[src/rtl/mod_counter_chain.sv]
// Cascaded up/down modulo counter: DIGITS digits of radix RADIX, ripple carry/borrow, clear, clamped load, sticky wrap.
// Latency: one clock from clr/load/inc/dec to count; carry_o/borrow_o/zero_o are combinational from the current count.
// Backpressure: none; every step is accepted. Define CNT_SATURATE_EN to saturate at all-max/all-zero instead of wrapping.
module mod_counter_chain #(
    parameter int DIGITS = 4,
    parameter int RADIX  = 10,
    parameter int WIDTH  = 4
) (
    input  logic                    clk,
    input  logic                    rst_n,
    input  logic                    clr,
    input  logic                    load,
    input  logic [DIGITS*WIDTH-1:0] load_val,
    input  logic                    inc,
    input  logic                    dec,
    output logic [DIGITS*WIDTH-1:0] count,
    output logic                    carry_o,
    output logic                    borrow_o,
    output logic                    zero_o,
    output logic                    wrap_o
);

    // Largest legal digit value; RADIX may equal 2**WIDTH, so RADIX itself is never used as a WIDTH-bit constant.
    localparam logic [WIDTH-1:0] DMAX = WIDTH'(RADIX - 1);

    logic                    up_step;
    logic                    dn_step;
    logic [DIGITS-1:0]       dig_max;
    logic [DIGITS-1:0]       dig_zero;
    logic [DIGITS-1:0]       up_en;
    logic [DIGITS-1:0]       dn_en;
    logic                    all_max;
    logic                    all_zero;
    logic [DIGITS*WIDTH-1:0] step_val;
    logic [DIGITS*WIDTH-1:0] load_clamped;

    assign up_step = inc & ~dec;
    assign dn_step = dec & ~inc;

    // Per-digit extreme detection and the ripple enables: a digit moves only when all lower digits are at the extreme.
    always_comb begin
        dig_max  = '0;
        dig_zero = '0;
        up_en    = '0;
        dn_en    = '0;
        for (int i = 0; i < DIGITS; i++) begin
            dig_max[i]  = (count[i*WIDTH +: WIDTH] == DMAX);
            dig_zero[i] = (count[i*WIDTH +: WIDTH] == '0);
        end
        up_en[0] = 1'b1;
        dn_en[0] = 1'b1;
        for (int i = 1; i < DIGITS; i++) begin
            up_en[i] = up_en[i-1] & dig_max[i-1];
            dn_en[i] = dn_en[i-1] & dig_zero[i-1];
        end
    end

    assign all_max  = &dig_max;
    assign all_zero = &dig_zero;

    // Next count for a single up or down step across the whole chain.
    always_comb begin
        logic [WIDTH-1:0] d;
        d        = '0;
        step_val = count;
        for (int i = 0; i < DIGITS; i++) begin
            d = count[i*WIDTH +: WIDTH];
            if (up_step && up_en[i]) begin
                step_val[i*WIDTH +: WIDTH] = dig_max[i] ? '0 : d + WIDTH'(1);
            end else if (dn_step && dn_en[i]) begin
                step_val[i*WIDTH +: WIDTH] = dig_zero[i] ? DMAX : d - WIDTH'(1);
            end
        end
`ifdef CNT_SATURATE_EN
        // At the chain extreme the count holds instead of wrapping; carry/borrow still flag the event.
        if ((up_step && all_max) || (dn_step && all_zero)) begin
            step_val = count;
        end
`endif
    end

    // Load value with every out-of-range digit forced to the largest legal digit.
    always_comb begin
        logic [WIDTH-1:0] lv;
        lv           = '0;
        load_clamped = '0;
        for (int i = 0; i < DIGITS; i++) begin
            lv = load_val[i*WIDTH +: WIDTH];
            load_clamped[i*WIDTH +: WIDTH] = (lv > DMAX) ? DMAX : lv;
        end
    end

    assign carry_o  = up_step & all_max  & ~load & ~clr & rst_n;
    assign borrow_o = dn_step & all_zero & ~load & ~clr & rst_n;
    assign zero_o   = all_zero;

    // Count and sticky wrap register: reset, clear, load, then step, in that priority.
    always_ff @(posedge clk) begin
        if (!rst_n) begin
            count  <= '0;
            wrap_o <= 1'b0;
        end else if (clr) begin
            count  <= '0;
            wrap_o <= 1'b0;
        end else if (load) begin
            count  <= load_clamped;
        end else begin
            if (up_step || dn_step) begin
                count <= step_val;
            end
            if (carry_o || borrow_o) begin
                wrap_o <= 1'b1;
            end
        end
    end

endmodule

[config.mk]
export PLATFORM = sky130hd
export DESIGN_NAME = mod_counter_chain
export DESIGN_NICKNAME = d
export VERILOG_FILES = /design/src/rtl/mod_counter_chain.sv
export SDC_FILE = /design/constraint.sdc
export NUM_CORES = 1
export LEC_CHECK = 0
export ABC_CLOCK_PERIOD_IN_PS = 5200
export CAP_MARGIN = 20
export CELL_PAD_IN_SITES_DETAIL_PLACEMENT = 0
export CELL_PAD_IN_SITES_GLOBAL_PLACEMENT = 1
export CORE_UTILIZATION = 35
export CTS_CLUSTER_SIZE = 10
export DETAILED_ROUTE_END_ITERATION = 16
export PLACE_DENSITY = 0.82
export SYNTH_ARGS = -nofsm -noshare
export SYNTH_HDL_FRONTEND = slang
export SYNTH_SLANG_ARGS = --single-unit
export TNS_END_PERCENT = 5
[constraint.sdc]
create_clock -name clk -period 5.2 [get_ports clk]
set_input_delay 0.78 -clock clk [delete_from_list [all_inputs] [get_ports clk]]
set_output_delay 0.78 -clock clk [all_outputs]
set_load 0.02 [all_outputs]
# Yosys cells after proc, flatten, opt, wreduce, memory -nomap -nowiden
# Cells that the tools add are included.
# classes
n_mux	22
magnitude_cmp	4
reduce_logical	25
addsub	8
eq_ne	4
n_bitwise	19
# op_table
op	n
4-bit 2-to-1 mux	20
16-bit 2-to-1 mux	2
4-bit by 1-bit adder with 4-bit output (second input constant)	4
4-bit == test (second input constant)	4
4-bit > comparator (second input constant)	4
4-bit zero test	4
4-bit by 1-bit subtractor with 4-bit output (second input constant)	4
1-bit bitwise AND	14
3-bit nonzero test	4
2-bit AND reduction	5
4-bit AND reduction	2
1-bit logical AND	6
1-bit NOT	5
1-bit logical OR	2
2-bit nonzero test	1
2-bit OR reduction	1
# totals
wordCells	87
out_inout_bits	20
reg_bits	17
input_bits	22

# Longest topological paths before layout
# Gate-level depths: netlist of run 1.
# depth
ltp_word	8
depth_mapped	9
depth_no_buf	7

# Worst setup path after synthesis of run 1
# Ideal clock, no wire load.
# synth_path
path_type	input -> output
from	input port dec
to	output port carry_o
path_slack_ps	2384
t_required_ps	4420
arrival_time_ps	2036
cell_stages	7
path_buffers	1
path_cell_list	inv_1 ha_1 buf_6 nand4b_4 nor4_2 nand2_1 nor2_1
# synth_via
elab_chain_cells	6
# synth_lines
item	line	rtl
from (decl)	15	input logic dec,
1-bit NOT	37	assign up_step = inc & ~dec;
1-bit bitwise AND	37	
1-bit bitwise AND (4 in series)	93	assign carry_o = up_step & all_max & ~load & ~clr & rst_n;
to (decl)	17	output logic carry_o,
# Every way passes these cells.

# Worst setup path in the final report of run 1
# Same ends and word-level chain as after synthesis.

==> results of run 1 <==
==> sequential cells by signal, summed over array words and instances, names as in the netlist <==
signal	cells
count	16
wrap_o	1
==> cell usage after synthesis (2+ instances only) <==
| cell type | number | area, um2 |
|---|---|---|
| a21o_1 | 2 | 15.0 |
| a21oi_1 | 11 | 55.1 |
| a221o_1 | 2 | 20.0 |
| a221oi_1 | 3 | 26.3 |
| a22oi_1 | 2 | 15.0 |
| a31o_2 | 3 | 26.3 |
| a31oi_1 | 3 | 18.8 |
| and3_1 | 2 | 12.5 |
| buf_2 | 2 | 10.0 |
| buf_4 | 3 | 22.5 |
| buf_6 | 3 | 33.8 |
| clkbuf_1 | 9 | 33.8 |
| clkbuf_8 | 2 | 27.5 |
| dfxtp_1 | 17 | 340 |
| ha_1 | 2 | 25.0 |
| inv_1 | 9 | 33.8 |
| mux2_2 | 2 | 22.5 |
| mux2i_1 | 3 | 30.0 |
| nand2_1 | 16 | 60.1 |
| nand2b_1 | 4 | 25.0 |
| nand3_1 | 10 | 50.1 |
| nand4_1 | 6 | 37.5 |
| nor2_1 | 19 | 71.3 |
| nor2b_1 | 2 | 12.5 |
| nor3_1 | 8 | 40.0 |
| nor4_1 | 4 | 25.0 |
| nor4_2 | 2 | 25.0 |
| o2111ai_1 | 3 | 26.3 |
| o211ai_1 | 6 | 45.0 |
| o21a_1 | 2 | 15.0 |
| o21ai_0 | 12 | 60.1 |
| o21ai_1 | 3 | 15.0 |
| o21bai_1 | 2 | 15.0 |
| o22ai_1 | 4 | 25.0 |
| o31ai_1 | 2 | 15.0 |
| or3_1 | 4 | 25.0 |
| xnor2_1 | 7 | 61.3 |
==> tightest hold or removal path, stage by stage (launching register included) <==
cell and delay [ps]:
dfxtp_1 330, o21ai_1 70, o21ai_0 60
==> routing by layer <==
metal | vias to the layer above | track usage (%)
met5 | - | 0
met4 | 0 | 3.27
met3 | 4 | 3.33
met2 | 60 | 27.5
met1 | 816 | 24.5
li1 | 915 | -
==> path summary, 6_finish.rpt <==
kind	endpoint	slack (ps)
max	carry_o	1240
max reg2reg	count[14]	2840
min	wrap_o	490
min reg2reg	wrap_o	490
==> stage by stage <==
step	area, um2	utilization [%]	hold slack (ps)
2_1_floorplan	1730	-	592
3_3_place_gp	2100	44.1	478
3_5_place_dp	2100	44.1	477
4_1_cts	2140	45.1	495
5_1_grt	2140	45.1	528
6_report	2140	45.1	486
==> area by class of cell <==
cell class	count	area [um2]
timing repair buffer	43	425
sequential	17	340
inverter	10	37.5
tap	67	83.8
fill	501	2610
multi-input combinational	178	1210
clock buffer	4	45.0
==> logic make-up after synthesis <==
family          after synthesis
buf+inv                      30
xor+xnor                      8
mux                           5
simple gates                 92
flops                        17
compound gates               71
fa+ha+maj                     2
==> where the power goes <==
group / internal, mW / total [mW] / switching (mW)
clock network: 0.0545 / 0.102 / 0.0476
logic: 0.0551 / 0.108 / 0.0526
registers: 0.135 / 0.151 / 0.0159
total: 0.245 / 0.361 / 0.116
==> metrics.txt, run 1 <==
Place WS=1210 ps; PortBufs=41; layout cell share with drive strength beyond 1=9.13%; Skew-Pair Late Insertion Delay=260 ps; CP endpoint kind=output pin; top sig layer=met4; worst vdd ir=about 0.13 mV; Hold Path Stages=2; first-iteration detailed-routing DRC count=154; first-pass GRT wire length=approximately 7.2 mm; met3 WL=275 um; # placed instances=about 320; Routed Antenna Nets=0; Avg Cell Area, Syn=7.71 um2; Slowest-stage cell, CP=clkdlybuf4s50_1; mux cell area share after synthesis=approximately 3.0%; cts repair resizes=0; CTS Buf Count=3; Core Rows=25; Final Slew Violations=0; endpoints failing setup=0; drt drc=0; startpoint class of the critical path=input pin; hold path startpoint=wrap_o; Die Wd=72.4 um; DRT Pass-1 Iters=4; CP Launch Point=dec; GRT Resource Usage Total=17.3%; clock transition at the registers of the reported paths=70 ps; commonest non-fill, non-tap cells in the layout=clkdlybuf4s50_1 (41), nor2_1 (19), dfxtp_1 (17), nand2_1 (16), o21ai_0 (12); core area=0.00475 mm2; total die area=0.00524 mm2; hpwl dp=3.17 mm; cts hold-fix bufs=0; GPL Wtd Cong=0.818; max_cap viols=0; crit path max fanout=10; Worst Path Required=4420 ps; Netlist Area Pre-Place=0.00173 mm2; Tcrit/Tclk final=76.2%; synthesis-stage register bit count=17; Crit path arrival time=3180 ps; WS Path Type=in2out; Period minus WS final=3960 ps; synth unique cells=66; routed length on met2=1.93 mm; Top FF cell, synth=dfxtp_1; clock tree buffer depth=2; status=completed; share of async-settable or async-resettable flops after synthesis=0%; RSZ-0062 raised after global routing=false; leakage=0.704 nW; via count=1795; Hold Crit Class=reg2reg; Routed met1 length=2.15 mm; synthesized instance count=about 230; pwr dens=169 mW/mm2; WP depth=8; die height=between 70 and 80 um; Ys Warns=0; slew margin rel.=between 40% and 50%; Area Overhead vs Synth=23.5%; critical-path cell list=clkdlybuf4s50_1 > inv_1 > ha_1 > nand4b_4 > nor4_2 > nand2_1 > nor2_1 > clkdlybuf4s50_1; Slew @ Worst Pin=786 ps; syn nets=249; nets=277; CTS Root Cell=clkbuf_8; Adder-Cell Fraction of Synth Area=under 10%; Worst Clk Skew=roughly 1.1 ps; largest net degree at the start of global routing=22; Sink Count=17; routed wire length=4.39 mm; vias in the first global route=roughly 1500; Crit path max-delay family=buffers and inverters; Worst Slack Setup Final=1240 ps; largest family of logic cells by synthesized area=simple AND/OR/NAND/NOR gates; initial antenna violation count=0; Fin. Hold Viols=0; postcts setup bufs=0; CTS tree=built; crit-path max cell delay=610 ps; sequential share of the synthesized area=19.6%; initial cell density of the core=36.5%; WL/cell=13.8 um; WP buf/inv=3; I/O pin count=42; Worst Reg-to-Reg Cells=5; worst flop-to-flop path startpoint=count[0]; Antenna Cells=0; Synth Area in Compound Gates=29.2%; vias per cell=5.63; CP most frequent cell=clkdlybuf4s50_1; Post-synth EDFFs=0; Final Non-Filler Cells=319; Post-Synth Simple-Gate Area=32.0%; Synth Area in XOR/XNOR=4.04%; fmax=between 200 and 300 MHz; H-tree depth=1; setup TNS=0 ps; gr ovfl total=0; Final Power=0.361 mW; commonest non-fill, non-tap cell in the layout=clkdlybuf4s50_1
Note: power is estimated with default switching activity, not from simulation.
==> run 2: changes to the inputs <==
Settings changed: ABC_CLOCK_PERIOD_IN_PS 5200 to 3400, CORE_UTILIZATION 35 to 33.
Clock period 5.2 ns to 3.4 ns, I/O delays scaled along.
==> run 2 against run 1 <==
Net effect: register-to-register slack got worse by 1700 ps; count of clock-buffer cells in the layout did not move; flip-flop and latch count unchanged; die area is 5.9% higher; largest cell class unchanged; critical endpoint unchanged; critical path type unchanged; sequential share of layout area down 0.51 points; via count rose by 1.6%; core utilization down 1.4 points; critical path depth fell by 1; non-clock buffer count up 9.
==> metrics.txt, run 2 (same netlist as run 1, synthesis figures left out) <==
status=completed (unchanged); vias in the first global route=1688 (was 1493); DRT Pass-1 Iters=4 (unchanged); endpoints failing setup=0 (unchanged); routed wire length=4.73 mm (was 4.39 mm); net switching power=0.186 mW (was 0.116 mW); commonest non-fill, non-tap cell in the layout=clkdlybuf4s50_1 (unchanged); Final Util=43.6% (was 45.1%); Crit path arrival time=2490 ps (was 3180 ps); CTS tree=built (unchanged); first-iteration detailed-routing DRC count=95 (was 154); WL/cell=14.3 um (was 13.8 um); Core Rows=26 (was 25); slew margin rel.=48.2% (was 47.5%); Hold Crit Class=reg2reg (unchanged); Area Overhead vs Synth=27.6% (was 23.5%); GPL Wtd Cong=0.824 (was 0.818); largest net degree at the start of global routing=21 (was 22); switch share=32.9% (was 32.2%); Post-Place Cell Area=0.00217 mm2 (was 0.00210 mm2); Clock power frac=28.4% (was 28.3%); Regs by FF count=count x16, wrap_o x1 (unchanged); Period minus WS final=between 2000 and 3000 ps; Fin. Hold Viols=0 (unchanged); max reg flops=16 (unchanged); clock transition at the registers of the reported paths=70 ps (about the same); vias per cell=5.51 (was 5.63); share of power burned in registers=40.2% (was 41.9%); Worst Path Required=2890 ps (was 4420 ps); CP endpoint kind=output pin (unchanged); crit path max fanout=2 (was 10); die height=74.5 um (was 72.4 um); worst flop-to-flop path startpoint=count[6] (was count[0]); cts repair resizes=0 (unchanged); fmax=approximately 330 MHz; I/O pin count=42 (unchanged); Antenna Cells=0 (unchanged); Routed Antenna Nets=0 (unchanged); hold path startpoint=wrap_o (unchanged); via count=1824 (was 1795); setup TNS=0 ps (unchanged); CP Launch Point=inc (was dec); clock tree buffer depth=2 (unchanged); initial cell density of the core=34.2% (was 36.5%); H-tree depth=1 (unchanged); max_cap viols=0 (unchanged); multi-input logic area=0.00121 mm2 (unchanged); worst vdd ir=0.153 mV (was 0.134 mV); commonest non-fill, non-tap cells in the layout=clkdlybuf4s50_1 (41), nor2_1 (19), dfxtp_1 (17), nand2_1 (16), o21ai_0 (12) (unchanged); pwr dens=255 mW/mm2 (was 169 mW/mm2); Worst Clk Skew=2.20 ps (was 1.06 ps); gr ovfl total=0 (unchanged); Sink Count=17 (unchanged); RSZ-0062 raised after global routing=false (unchanged); initial antenna violation count=0 (unchanged); Slew @ Worst Pin=775 ps (was 786 ps); leakage=0.749 nW (was 0.704 nW); Final Slew Violations=0 (unchanged); cts hold-fix bufs=0 (unchanged); startpoint class of the critical path=input pin (unchanged); drt drc=0 (unchanged); core area=0.00507 mm2 (was 0.00475 mm2); Layout fillers=523 (was 501); flip-flop and latch area=340 um2 (unchanged); hpwl dp=3.47 mm (was 3.17 mm); layout cell share with drive strength beyond 1=12.3% (was 9.13%); most flop-heavy register=count (unchanged); WS Path Type=in2out (unchanged); nets=286 (was 277); final instance area=0.00221 mm2 (was 0.00214 mm2); Die Wd=74.5 um (was 72.4 um); Worst Slack Setup Final=401 ps (was 1240 ps); Tcrit/Tclk final=88.2%; GRT Resource Usage Total=18.3% (was 17.3%); first-pass GRT wire length=7.96 mm (was 7.22 mm); Skew-Pair Late Insertion Delay=260 ps (about the same); PortBufs=41 (unchanged); CTS Root Cell=clkbuf_8 (unchanged); CTS Buf Count=3 (unchanged); internal power=0.379 mW (was 0.245 mW); Gate power share=31.3% (was 29.8%); total die area=0.00555 mm2 (was 0.00524 mm2); postcts setup bufs=0 (unchanged); Place WS=382 ps (was 1210 ps)
## run 2: cell types whose count changed in the layout (fill, tap and decap cells not counted), sizes merged
cell	previous run	this run
buf	2	11
## run 2: power by group through the flow
stage / Clock [mW] / Sequential, mW / Combinational (mW)
final: 0.160 / 0.227 / 0.177
after detailed placement: 0 / 0.232 / 0.176
after global routing: 0.171 / 0.230 / 0.194
after global placement: 0 / 0.232 / 0.175
after floorplan: 0 / 0.228 / 0.114
after CTS: 0.163 / 0.227 / 0.177
## run 2: worst paths after layout
check	to	slack (ps)	cells after the start
setup reg to reg	count[14]	1150	6
hold / removal	wrap_o	500	2
setup / recovery	carry_o	400	7
hold reg to reg	wrap_o	500	2
## run 2: stage by stage
stage               power, mW  hold WS [ps]  cells
finish                  0.565           501    331
global route            0.595           565    331
CTS                     0.566           508    331
detailed placement      0.407           490    327
global placement        0.407           472    327
floorplan               0.342           592    225
## run 2: final cells by class
type                    count  area share [%]
clock buffers               4            2.04
well taps                  70            3.96
repair buffers             52            22.3
multi-input cells         178            54.7
inverters                  10            1.70
flip-flops and latches     17            15.4
## run 2: per-layer routing
layer	track usage, %	wire length [um]	vias to the layer above
li1	-	-	927
met1	25.7	2250	849
met2	28.4	2200	44
met3	4.47	238	4
met4	3.98	49	0
met5	0	0	-
## run 2: worst max-delay path: stages
cell,delay [ps]
clkdlybuf4s50_1,490
ha_1,230
nand4b_4,110
nor4_2,320
nand2_1,110
nor2_1,120
clkdlybuf4s50_1,600
